**src/rtl/rr_arbiter_4_dec_pkg.sv**
```systemverilog
// Shared constants, state encoding and round-robin selection helper for the
// four-requester arbiter.
package rr_arbiter_4_dec_pkg;

  localparam int N_REQ            = 4;
  localparam int IDX_W            = 2;
  localparam int MAX_HOLD_DEFAULT = 15;
  localparam int HOLD_W           = 8;

  typedef enum logic [1:0] {
    IDLE    = 2'd0,
    GRANT   = 2'd1,
    RELEASE = 2'd2
  } state_t;

  // First set request at or after ptr, scanning upward and wrapping modulo 4.
  function automatic logic [IDX_W-1:0] rr_pick(input logic [N_REQ-1:0] req,
                                               input logic [IDX_W-1:0] ptr);
    logic [IDX_W-1:0] idx;
    logic [IDX_W-1:0] sel;
    logic             found;
    sel   = ptr;
    found = 1'b0;
    for (int i = 0; i < N_REQ; i++) begin
      idx = ptr + IDX_W'(i);
      if (!found && req[idx]) begin
        sel   = idx;
        found = 1'b1;
      end
    end
    return sel;
  endfunction

endpackage

```
**src/rtl/rr_arbiter_4_dec_grant_decoder.sv**
```systemverilog
// Active-low 2-to-4 decoder: D[{B,A}] is pulled low while enable_n is low.
module grant_decoder_2x4 (
  input  logic       A,
  input  logic       B,
  input  logic       enable_n,
  output logic [0:3] D
);

  always_comb begin
    D = 4'b1111;
    if (!enable_n) begin
      D[{B, A}] = 1'b0;
    end
  end

endmodule

```
**src/rtl/rr_arbiter_4_dec.sv**
```systemverilog
// Four-way round-robin arbiter with hold-time limit; the active-low one-hot
// grant is decoded from the registered owner index.
module rr_arbiter_4_dec
  import rr_arbiter_4_dec_pkg::*;
#(
  parameter int MAX_HOLD = MAX_HOLD_DEFAULT  // legal range 2..255
) (
  input  logic             clk,
  input  logic             rst_n,
  input  logic [N_REQ-1:0] req,
  input  logic             done,
  output logic [0:3]       gnt_n,
  output logic [IDX_W-1:0] gnt_idx,
  output logic             gnt_valid,
  output logic             timeout
);

  localparam logic [HOLD_W-1:0] HOLD_LAST = HOLD_W'(MAX_HOLD - 1);

  state_t              state, state_nxt;
  logic [IDX_W-1:0]    owner, owner_nxt;
  logic [IDX_W-1:0]    ptr, ptr_nxt;
  logic [HOLD_W-1:0]   hold_cnt, hold_cnt_nxt;
  logic                valid_nxt;
  logic                timeout_nxt;
  logic                expired;
  logic                released;
  logic                grant_en_n;

  always_ff @(posedge clk or negedge rst_n) begin
    if (!rst_n) begin
      state     <= IDLE;
      owner     <= '0;
      ptr       <= '0;
      hold_cnt  <= '0;
      gnt_valid <= 1'b0;
      timeout   <= 1'b0;
    end else begin
      state     <= state_nxt;
      owner     <= owner_nxt;
      ptr       <= ptr_nxt;
      hold_cnt  <= hold_cnt_nxt;
      gnt_valid <= valid_nxt;
      timeout   <= timeout_nxt;
    end
  end

  always_comb begin
    state_nxt    = state;
    owner_nxt    = owner;
    ptr_nxt      = ptr;
    hold_cnt_nxt = hold_cnt;
    valid_nxt    = 1'b0;
    timeout_nxt  = 1'b0;
    expired      = (hold_cnt == HOLD_LAST);
    released     = done || !req[owner];
    case (state)
      IDLE: begin
        if (|req) begin
          state_nxt    = GRANT;
          owner_nxt    = rr_pick(req, ptr);
          hold_cnt_nxt = '0;
          valid_nxt    = 1'b1;
        end
      end
      GRANT: begin
        hold_cnt_nxt = expired ? hold_cnt : hold_cnt + 1'b1;
        if (released || expired) begin
          state_nxt = RELEASE;
          // A voluntary release wins over a coincident expiry.
          timeout_nxt = expired && !released;
        end else begin
          valid_nxt = 1'b1;
        end
      end
      RELEASE: begin
        state_nxt = IDLE;
        ptr_nxt   = owner + 1'b1;
      end
      default: state_nxt = IDLE;
    endcase
  end

  assign gnt_idx    = owner;
  assign grant_en_n = ~gnt_valid;

  grant_decoder_2x4 u_grant_decoder (
    .A        (gnt_idx[0]),
    .B        (gnt_idx[1]),
    .enable_n (grant_en_n),
    .D        (gnt_n)
  );

endmodule

```
**config.mk**
```make
export PLATFORM = sky130hd
export DESIGN_NAME = rr_arbiter_4_dec
export DESIGN_NICKNAME = d
export VERILOG_FILES = /design/src/rtl/rr_arbiter_4_dec_pkg.sv /design/src/rtl/rr_arbiter_4_dec_grant_decoder.sv /design/src/rtl/rr_arbiter_4_dec.sv
export SDC_FILE = /design/constraint.sdc
export NUM_CORES = 1
export LEC_CHECK = 0
export CAP_MARGIN = 20
export CORE_MARGIN = 5
export CORE_UTILIZATION = 35
export CTS_CLUSTER_SIZE = 12
export DETAILED_ROUTE_END_ITERATION = 10
export GPL_TIMING_DRIVEN = 0
export SETUP_SLACK_MARGIN = 0.02
export SYNTH_ARGS = -nofsm -noshare
export SYNTH_HDL_FRONTEND = slang
export SYNTH_HIERARCHICAL = 1
export SYNTH_SLANG_ARGS = --single-unit
```
**constraint.sdc**
```tcl
create_clock -name clk -period 1.33 [get_ports clk]
set_input_delay 0.266 -clock clk [delete_from_list [all_inputs] [get_ports clk]]
set_output_delay 0.266 -clock clk [all_outputs]
set_load 0.01 [all_outputs]
```
After elaboration in Yosys (flattened, before gate mapping)
Index checks and enable logic that the tools add are counted.
{ "op_classes": {"n_addsub": 5, "magnitude_cmp": 7, "n_eq_ne": 6, "mux": 36, "bitwise_logic": 2, "n_reduce_logical": 18} }
{ "ops": {"columns": ["cell", "n"], "rows": [
  ["two-way mux 1 bit", 19],
  ["two-way mux 8 bit", 2],
  ["case mux 8 bit (2 select lines)", 1],
  ["less-than comparator 2 x 3 -> 1 bit (second input constant)", 5],
  ["binary-select mux 1 bit (select 2 bit)", 5],
  ["two-way mux 2 bit", 5],
  ["adder 8 x 1 -> 8 bit (second input constant)", 1],
  ["equality test 8 x 4 -> 1 bit (second input constant)", 1],
  ["inequality test 2 bit (second input constant)", 3],
  ["logical AND 1 bit", 5],
  ["logical NOT 1 bit", 5],
  ["adder 2 x 1 -> 2 bit (second input constant)", 2],
  ["adder 2 bit (second input constant)", 2],
  ["two-way mux 4 bit", 1],
  ["NOT 4 bit", 1],
  ["case mux 2 bit (2 select lines)", 1],
  ["AND reduction 2 bit", 2],
  ["OR reduction 4 bit", 1],
  [">= comparator 3 bit (second input constant)", 1],
  ["less-than comparator 3 x 1 -> 1 bit (second input constant)", 1],
  ["NOT 2 -> 3 bit", 1],
  ["AND reduction 3 bit", 1],
  ["demux 1 bit (select 2 bit)", 1],
  ["equality test 2 x 1 -> 1 bit (second input constant)", 1],
  ["5 further kinds", 6]
]} }
{ "totals": {"regBits": 16, "inputBits": 7, "out_inout_bits": 8, "word_cells": 80} }

Logic depth before layout (Yosys ltp)
Gate-level depths: netlist of the first run.
{ "depth": {"depth_word": 18, "mapped_depth": 6, "ltp_nobuf": 5} }

Cells and area by module
The synthesis of the first run kept the hierarchy.
{ "by_module_without_submodules": {"columns": ["mod", "n_inst", "cells_per_inst", "area_each_um2", "seq_area_each_um2"], "rows": [
  ["rr_arbiter_4_dec", 1, 95, 879.6, 400.4],
  ["grant_decoder_2x4", 1, 4, 31.3, 0.0]
]} }

Worst setup path before layout of the first run
Ideal clock, no wire load.
{ "synth_path": {"path_kind": "reg-to-reg", "startpoint": "register hold_cnt[0]", "endpoint": "register hold_cnt[4]", "setup_time_ns": 0.078, "arrival_ns": 1.314, "required_ns": 1.252, "setup_slack_ns": -0.062, "stages_incl_launch_ff": 6, "n_path_buf": 0, "cell_sequence": "dfrtp_1 -> inv_1 -> ha_1 -> a31o_2 -> or3_1 -> a21oi_1"} }
{ "synth_between": {"elab_chain_len": 3, "word_cells_on_any_way": 6, "cone_classes": "add/sub: 1; eq/ne: 2; mux: 2; reduce/logical: 1"} }
{ "synth_lines": {"columns": ["item", "line", "text"], "rows": [
  ["from (decl)", "rr_arbiter_4_dec.sv:23", "logic [HOLD_W-1:0] hold_cnt, hold_cnt_nxt;"],
  ["from (signal assigned)", "rr_arbiter_4_dec.sv:42", "hold_cnt <= hold_cnt_nxt;"],
  ["adder 8 x 1 -> 8 bit or equality test 8 x 4 -> 1 bit (tied branches)", "rr_arbiter_4_dec.sv:67, rr_arbiter_4_dec.sv:55", null],
  ["two-way mux 8 bit or inequality test 2 bit (tied branches)", null, null],
  ["case mux 8 bit (2 select lines) or AND reduction 3 bit (tied branches)", null, null]
]} }
Several ways; a longest one is shown, not always the timed one. The select of a mux whose other input is x is not followed.
A chain may end at the register's enable or synchronous reset.

Final worst setup path of the first run
{ "layout_path": {"startpoint": "register owner[1] (netlist: gnt_idx[1])", "endpoint": "output gnt_n[1] (netlist bit)"} }
{ "layout_between": {"elab_chain_len": 7, "word_cells_on_any_way": 8, "cone_classes": "order compare: 2; mux: 3; bitwise: 2; reduce/logical: 1"} }
{ "layout_lines": {"columns": ["item", "line", "text"], "rows": [
  ["from (decl)", "rr_arbiter_4_dec.sv:21", "logic [IDX_W-1:0] owner, owner_nxt;"],
  ["from (signal assigned)", "rr_arbiter_4_dec.sv:40", "owner <= owner_nxt;"],
  ["NOT 2 -> 3 bit (not written as such) (*)", "rr_arbiter_4_dec_grant_decoder.sv:12", "D[{B, A}] = 1'b0;"],
  [">= comparator 3 bit (not written as such) or less-than comparator 3 x 1 -> 1 bit (tied branches)", "rr_arbiter_4_dec_grant_decoder.sv:12", null],
  ["logical AND 1 bit (not written as such)", "rr_arbiter_4_dec_grant_decoder.sv:12", null],
  ["two-way mux 1 bit (not written as such)", "rr_arbiter_4_dec_grant_decoder.sv:12", null],
  ["demux 1 bit (select 2 bit) (*)", "rr_arbiter_4_dec_grant_decoder.sv:12", null],
  ["NOT 4 bit (no line) (*)", null, null],
  ["two-way mux 4 bit (*)", "rr_arbiter_4_dec_grant_decoder.sv:11", "if (!enable_n) begin"],
  ["to (decl)", "rr_arbiter_4_dec.sv:12", "output logic [0:3] gnt_n,"]
]} }
Every way passes the cells marked *; elsewhere a longest branch is shown, timed or not.

==> results by group, run 1 <==
Global route
  • Met1 usage: 0.169
  • Initial antenna violation count: 0
  • Grt total ovfl: 0
  • Vias in the first global route: 879
  • Global-route wire length before repair: 3970 um
  • Busiest grt layer: met2
  • Met3 Usage GRT: 0.0273
  • All-Layer GR Usage: 0.143
  • M2 GR Usage: 0.246
  • Largest net degree at the start of global routing: 17

Finish
  • Fillcell total: 241
  • Design Area, Final: 1350 um^2
  • Area grow syn2layout: 48.1%
  • # diodes: 0
  • Layout cells sized above 1: 0.439
  • Nets: 142
  • Final Non-Filler Cells: 162

Logic synthesis
  • Mapped Nets: 108
  • Syn Std Cell Area: 911 um^2
  • Syn Area/Cell: 9.20 um^2
  • Top cells by area, synth: dfrtp_1 44%, o21ai_1 4.4%, nand2_1 3.3%
  • Yosys top cell area share: 0.440
  • Synth cell types: 38
  • Largest area contributor in the netlist: dfrtp_1
  • FF+latch count, synth: 16
  • Sequential fraction of the synthesis area: 0.440
  • Post-Syn Instances: 99
  • Yosys Warn Count: 6

STA
  • Period Utilization, post-route: 1.14
  • Final WS setup: -0.181 ns
  • Fmax: 662 MHz
  • Worst Tran Pin Value: 0.721 ns
  • Clock Skews: 0.000376 ns
  • Final Hold Vio Count: 0
  • Max Slew Vio Count: 0
  • Minimum clock period: 1.51 ns
  • RSZ-0062 raised after global routing: true
  • Relative slew slack: 0.518
  • Endpoints failing setup: 12
  • Worst hold margin: 0.403 ns

Power and ir drop
  • Worst vdd ir: 0.000931 V
  • PD cells: 1860 nW/um^2
  • Power consumption: 2.52 mW
  • Leakage: 0.593 nW

Clocking
  • Htree depth: 1
  • Clock tree buffer depth: 2
  • Clock slew at reported path FFs: 0.10 ns
  • Clock Tree Root: clkbuf_4
  • Total clock sinks: 16
  • Hold Buf Count CTS: 0
  • Skew-Pair Late Insertion Delay: 0.28 ns
  • TritonCTS Buffers: 3
  • CTS tree: done

Die
  • IO Count: 15
  • Initial Util: 0.368
  • Die area: 3720 um^2
  • Core Box Area: 2480 um^2
  • DIE WIDTH: 61.0 um
  • Die Y: 61.0 um
  • Rows: 18

Placed design
  • Place WS: -0.632 ns
  • Port-buffer cells: 13
  • DP Cell Count: 142
  • Final HPWL DP: 1500 um
  • Routability congestion estimate: 0.766
  • Placed cell areas: 1100 um^2

Routing
  • Final WL: 2410 um
  • Detailed Routing Iterations Pass 1: 4
  • Initial drt markers: 23
  • Total number of vias: 862
  • DR DRC count: 0
  • Routed Antenna Nets: 0
  • Post-DR wirelength/cell: 14.9 um
  • Vias per inst: 5.32

Setup path
  • CP max stage delay: 0.46 ns
  • Setup Crit Path Kind: flop to output pin
  • CP required: 1.06 ns
  • Worst path slowest cell: dfrtp_2
  • Setup crit start kind: flop
  • Critical path endpoint category: output pin
  • CP max FO: 5
  • Worst reg2reg setup slack: -0.14 ns
  • CP cell instances: or3b_1 -> buf_2
  • Arrival time of the worst setup path: 1.24 ns

Status
  • Status: finished with violations
  • Violated checks: setup timing

Run
  • Max_cap viols: 0

Min path
  • Tightest Hold Check Type: primary input to asynchronous set/reset pin
-- cells in the final DEF (no fill, tap or decap), drive strengths merged, types with 3 or more instances in the layout --
| cell | count |
|---|---|
| nand3 | 4 |
| nand2 | 8 |
| clkbuf | 6 |
| inv | 4 |
| o211ai | 4 |
| dlygate4sd2 | 5 |
| o21ai | 12 |
| nor2b | 4 |
| a21oi | 3 |
| nor2 | 8 |
| dfrtp | 16 |
| buf | 23 |
-- sequential cells by signal, summed over array words and instances (netlist names) --
signal,count
hold_cnt,8
gnt_idx,2
ptr,2
state,2
gnt_valid,1
timeout,1
-- report_power, final --
group	total, mW	internal (mW)	switching (mW)
combinational	1.39	0.709	0.680
sequential	0.802	0.635	0.166
clock	0.325	0.166	0.158
-- metal layers --
metal	vias up	wire [um]
met1	403	1050
met4	0	49
met5	-	0
met3	6	136
li1	433	-
met2	20	1170
-- cell usage after synthesis (all sizes together) --
master and count:
a21oi 3, nor3 1, and4b 1, a31o 1, xnor2 1, a2bb2oi 1
nor2 8, buf 1, nand4 2, and2 1, or4 1, nand2 8
nand2b 2, mux2 1, a21o 1, a211o 2, nand3 4, o21ai 12
inv 4, nor4 1, or3 2, mux2i 1, a211oi 2, xor2 2
a31oi 1, o211ai 4, o31ai 2, or3b 2, nand3b 1, dfrtp 16
ha 2, o221ai 1, nor2b 4, clkbuf 2, a21boi 1
-- final cells by class --
| class | count | area [um^2] | area share |
|---|---|---|---|
| buffer | 2 | 16.3 | 0.0121 |
| clock buffer | 4 | 36.3 | 0.0269 |
| inverter | 4 | 15.0 | 0.0111 |
| multi-input combinational | 76 | 594 | 0.441 |
| sequential | 16 | 407 | 0.301 |
| tap | 30 | 37.5 | 0.0278 |
| timing repair buffer | 30 | 243 | 0.180 |
-- final timing paths --
| kind | from | end | cells after the start |
|---|---|---|---|
| min reg2reg | hold_cnt[3] | hold_cnt[3] | 1 |
| max in group asynchronous | rst_n | hold_cnt[0] | 1 |
| min | rst_n | hold_cnt[6] | 1 |
| min in group clk | req[1] | gnt_idx[1] | 4 |
| max reg2reg | gnt_idx[1] | timeout | 5 |
| max | gnt_idx[1] | gnt_n[1] | 2 |
-- metrics by stage --
stage,utilization,TNS [ns]
2_1_floorplan,-,-0.0527
3_3_place_gp,0.445,-6.89
5_1_grt,0.544,-2.00
4_1_cts,0.513,-0.719
3_5_place_dp,0.445,-7.47
6_report,0.544,-1.07
-- worst max-delay path, delay by kind of cell (launching register included) --
family,cells,cell delay [ns]
and+or+nand+nor,1,0.36
DFF,1,0.46
buffers and inverters,1,0.15
-- logic make-up (layout without fill, tap and decap cells) --
group	after synthesis	after routing	synth area share
simple gates	38	38	0.229
compound gates	31	31	0.220
flops	16	16	0.440
buf+inv	7	40	0.0316
xor+xnor	3	3	0.0289
fa+ha+maj	2	2	0.0275
mux	2	2	0.0234
-- timing repair --
action	CTS	global route
setup buffers	12	4
resized for setup	45	19
endpoints found under the setup margin	21	18
cloned	1	0
pin swaps	10	7
(Power assumes the default switching activity.)
==> run 2, diff against run 1 <==
--- a/config.mk
+++ b/config.mk
@@ -6,6 +6,7 @@
 export NUM_CORES = 1
 export LEC_CHECK = 0
 export CAP_MARGIN = 20
+export CORE_ASPECT_RATIO = 0.9
 export CORE_MARGIN = 5
 export CORE_UTILIZATION = 35
 export CTS_CLUSTER_SIZE = 12
==> results by group, run 2 (synthesis gave the netlist of run 1 again) <==
Status
  • Status: finished with violations
  • Violated checks: setup timing

Power and ir drop
  • Logic pwr share: 0.550
  • PD cells: 1850 nW/um^2
  • Worst vdd ir: 0.00121 V
  • Sequential Power Share: 0.316
  • Psw: 1.02 mW
  • Clock Power Share: 0.134
  • Switching portion of total power: 0.402
  • Leakage: 0.601 nW
  • P_int: 1.51 mW

Clocking
  • Skew-Pair Late Insertion Delay: 0.29 ns
  • CTS tree: done
  • Clock slew at reported path FFs: 0.10 ns
  • Hold Buf Count CTS: 0
  • Clock tree buffer depth: 2
  • TritonCTS Buffers: 3
  • Clock Tree Root: clkbuf_4
  • Htree depth: 1
  • Total clock sinks: 16

Global route
  • Largest net degree at the start of global routing: 17
  • Global-route wire length before repair: 4400 um
  • Initial antenna violation count: 0
  • Vias in the first global route: 953
  • All-Layer GR Usage: 0.148
  • Grt total ovfl: 0

STA
  • Relative slew slack: 0.491
  • Clock Skews: 0.00119 ns
  • Period Utilization, post-route: 1.13
  • Worst Tran Pin Value: 0.762 ns
  • Endpoints failing setup: 12
  • Final WS setup: -0.171 ns
  • RSZ-0062 raised after global routing: true
  • Fmax: 666 MHz
  • Max Slew Vio Count: 0
  • Minimum clock period: 1.50 ns
  • Final Hold Vio Count: 0

Finish
  • Storage cell area: 407 um^2
  • Most frequent cells in the layout: 15 x buf_4, 11 x dfrtp_1, 8 x nand2_1, 7 x nor2_1, 7 x o21ai_1
  • # diodes: 0
  • Area grow syn2layout: 50.3%
  • Multi-input logic area: 597 um^2
  • Number of flip-flops in the largest register: 8
  • Layout cells sized above 1: 0.410
  • Nets: 144
  • Fillcell total: 222
  • Commonest non-fill, non-tap cell in the layout: buf_4
  • Most flops, register: hold_cnt
  • Design Area, Final: 1370 um^2

Setup path
  • Setup crit start kind: flop
  • Setup Crit Path Kind: flop to output pin
  • CP required: 1.06 ns
  • Worst Reg2Reg Path Length in Cells: 6
  • CP max stage delay: 0.44 ns
  • Arrival time of the worst setup path: 1.23 ns
  • CP cell instances: or3b_1 -> buf_2
  • Critical path endpoint category: output pin
  • CP max FO: 5
  • Worst path slowest cell: dfrtp_2

Routing
  • Post-DR wirelength/cell: 15.4 um
  • Final WL: 2500 um
  • Total number of vias: 905
  • Initial drt markers: 71
  • Routed Antenna Nets: 0
  • Vias per inst: 5.59
  • DR DRC count: 0
  • Detailed Routing Iterations Pass 1: 4

Die
  • IO Count: 15
  • DIE WIDTH: 63.8 um
  • Die area: 3720 um^2
  • Die Y: 58.4 um
  • Core Box Area: 2470 um^2
  • Initial Util: 0.369
  • Rows: 17

Min path
  • Tightest Hold Check Type: primary input to asynchronous set/reset pin

Placed design
  • Port-buffer cells: 13
  • Final HPWL DP: 1510 um
  • Place WS: -0.600 ns
  • Placed cell areas: 1100 um^2
  • Routability congestion estimate: 0.799

Run
  • Max_cap viols: 0
[run 2: worst paths after layout]
| path | startpoint | end | slack, ns |
|---|---|---|---|
| min in group clk | req[1] | gnt_idx[0] | 0.43 |
| setup reg to reg | gnt_idx[1] | timeout | -0.14 |
| max in group asynchronous | rst_n | gnt_idx[0] | 0.40 |
| hold reg to reg | hold_cnt[1] | hold_cnt[1] | 0.60 |
| hold / removal | rst_n | ptr[1] | 0.41 |
| setup / recovery | gnt_idx[1] | gnt_n[1] | -0.17 |
[run 2: power groups by stage]
stage	combinational [mW]	clock, mW	sequential, mW
global route	1.55	0.379	0.832
detailed placement	0.910	0	0.853
floorplan	0.591	0	0.813
CTS	1.23	0.344	0.793
finish	1.39	0.338	0.799
global placement	0.891	0	0.844
[run 2: layout make-up]
| class | count | area share |
|---|---|---|
| buffer | 2 | 0.0119 |
| clock buffer | 4 | 0.0265 |
| inverter | 4 | 0.0110 |
| multi-input combinational | 76 | 0.436 |
| sequential | 16 | 0.297 |
| tap | 28 | 0.0256 |
| timing repair buffer | 32 | 0.192 |
[run 2: layer usage]
layer	part of all wire	global-route usage	vias to the layer above	wire, um
li1	-	-	431	-
met1	0.42	0.171	444	1040
met2	0.52	0.267	24	1290
met3	0.046	0.0477	6	116
met4	0.018	0.0356	0	46
met5	0	0	-	0
[run 2: stage by stage]
stage / power, mW / utilization / hold WS, ns / TNS, ns / std cells
6_report: 2.53 / 0.555 / 0.410 / -1.15 / 162
5_1_grt: 2.76 / 0.555 / 0.429 / -2.26 / 162
4_1_cts: 2.37 / 0.524 / 0.417 / -0.825 / 160
3_5_place_dp: 1.76 / 0.446 / 0.501 / -7.61 / 140
3_3_place_gp: 1.74 / 0.446 / 0.497 / -7.03 / 140
2_1_floorplan: 1.40 / - / -0.0296 / -0.0527 / 99
[run 2: worst max-delay path, delay by kind of cell (launching register included)]
family                 cells  cell delay [ns]
AND/OR/NAND/NOR            1             0.35
flip-flops                 1             0.44
buffers and inverters      1             0.15
[run 2: what timing repair did]
action / in CTS / in global routing
cloned: 1 / 0
resized for setup: 46 / 15
endpoints found under the hold margin: 0 / 0
pin swaps: 9 / 8
setup endpoints to repair: 22 / 20
setup buffers: 17 / 3
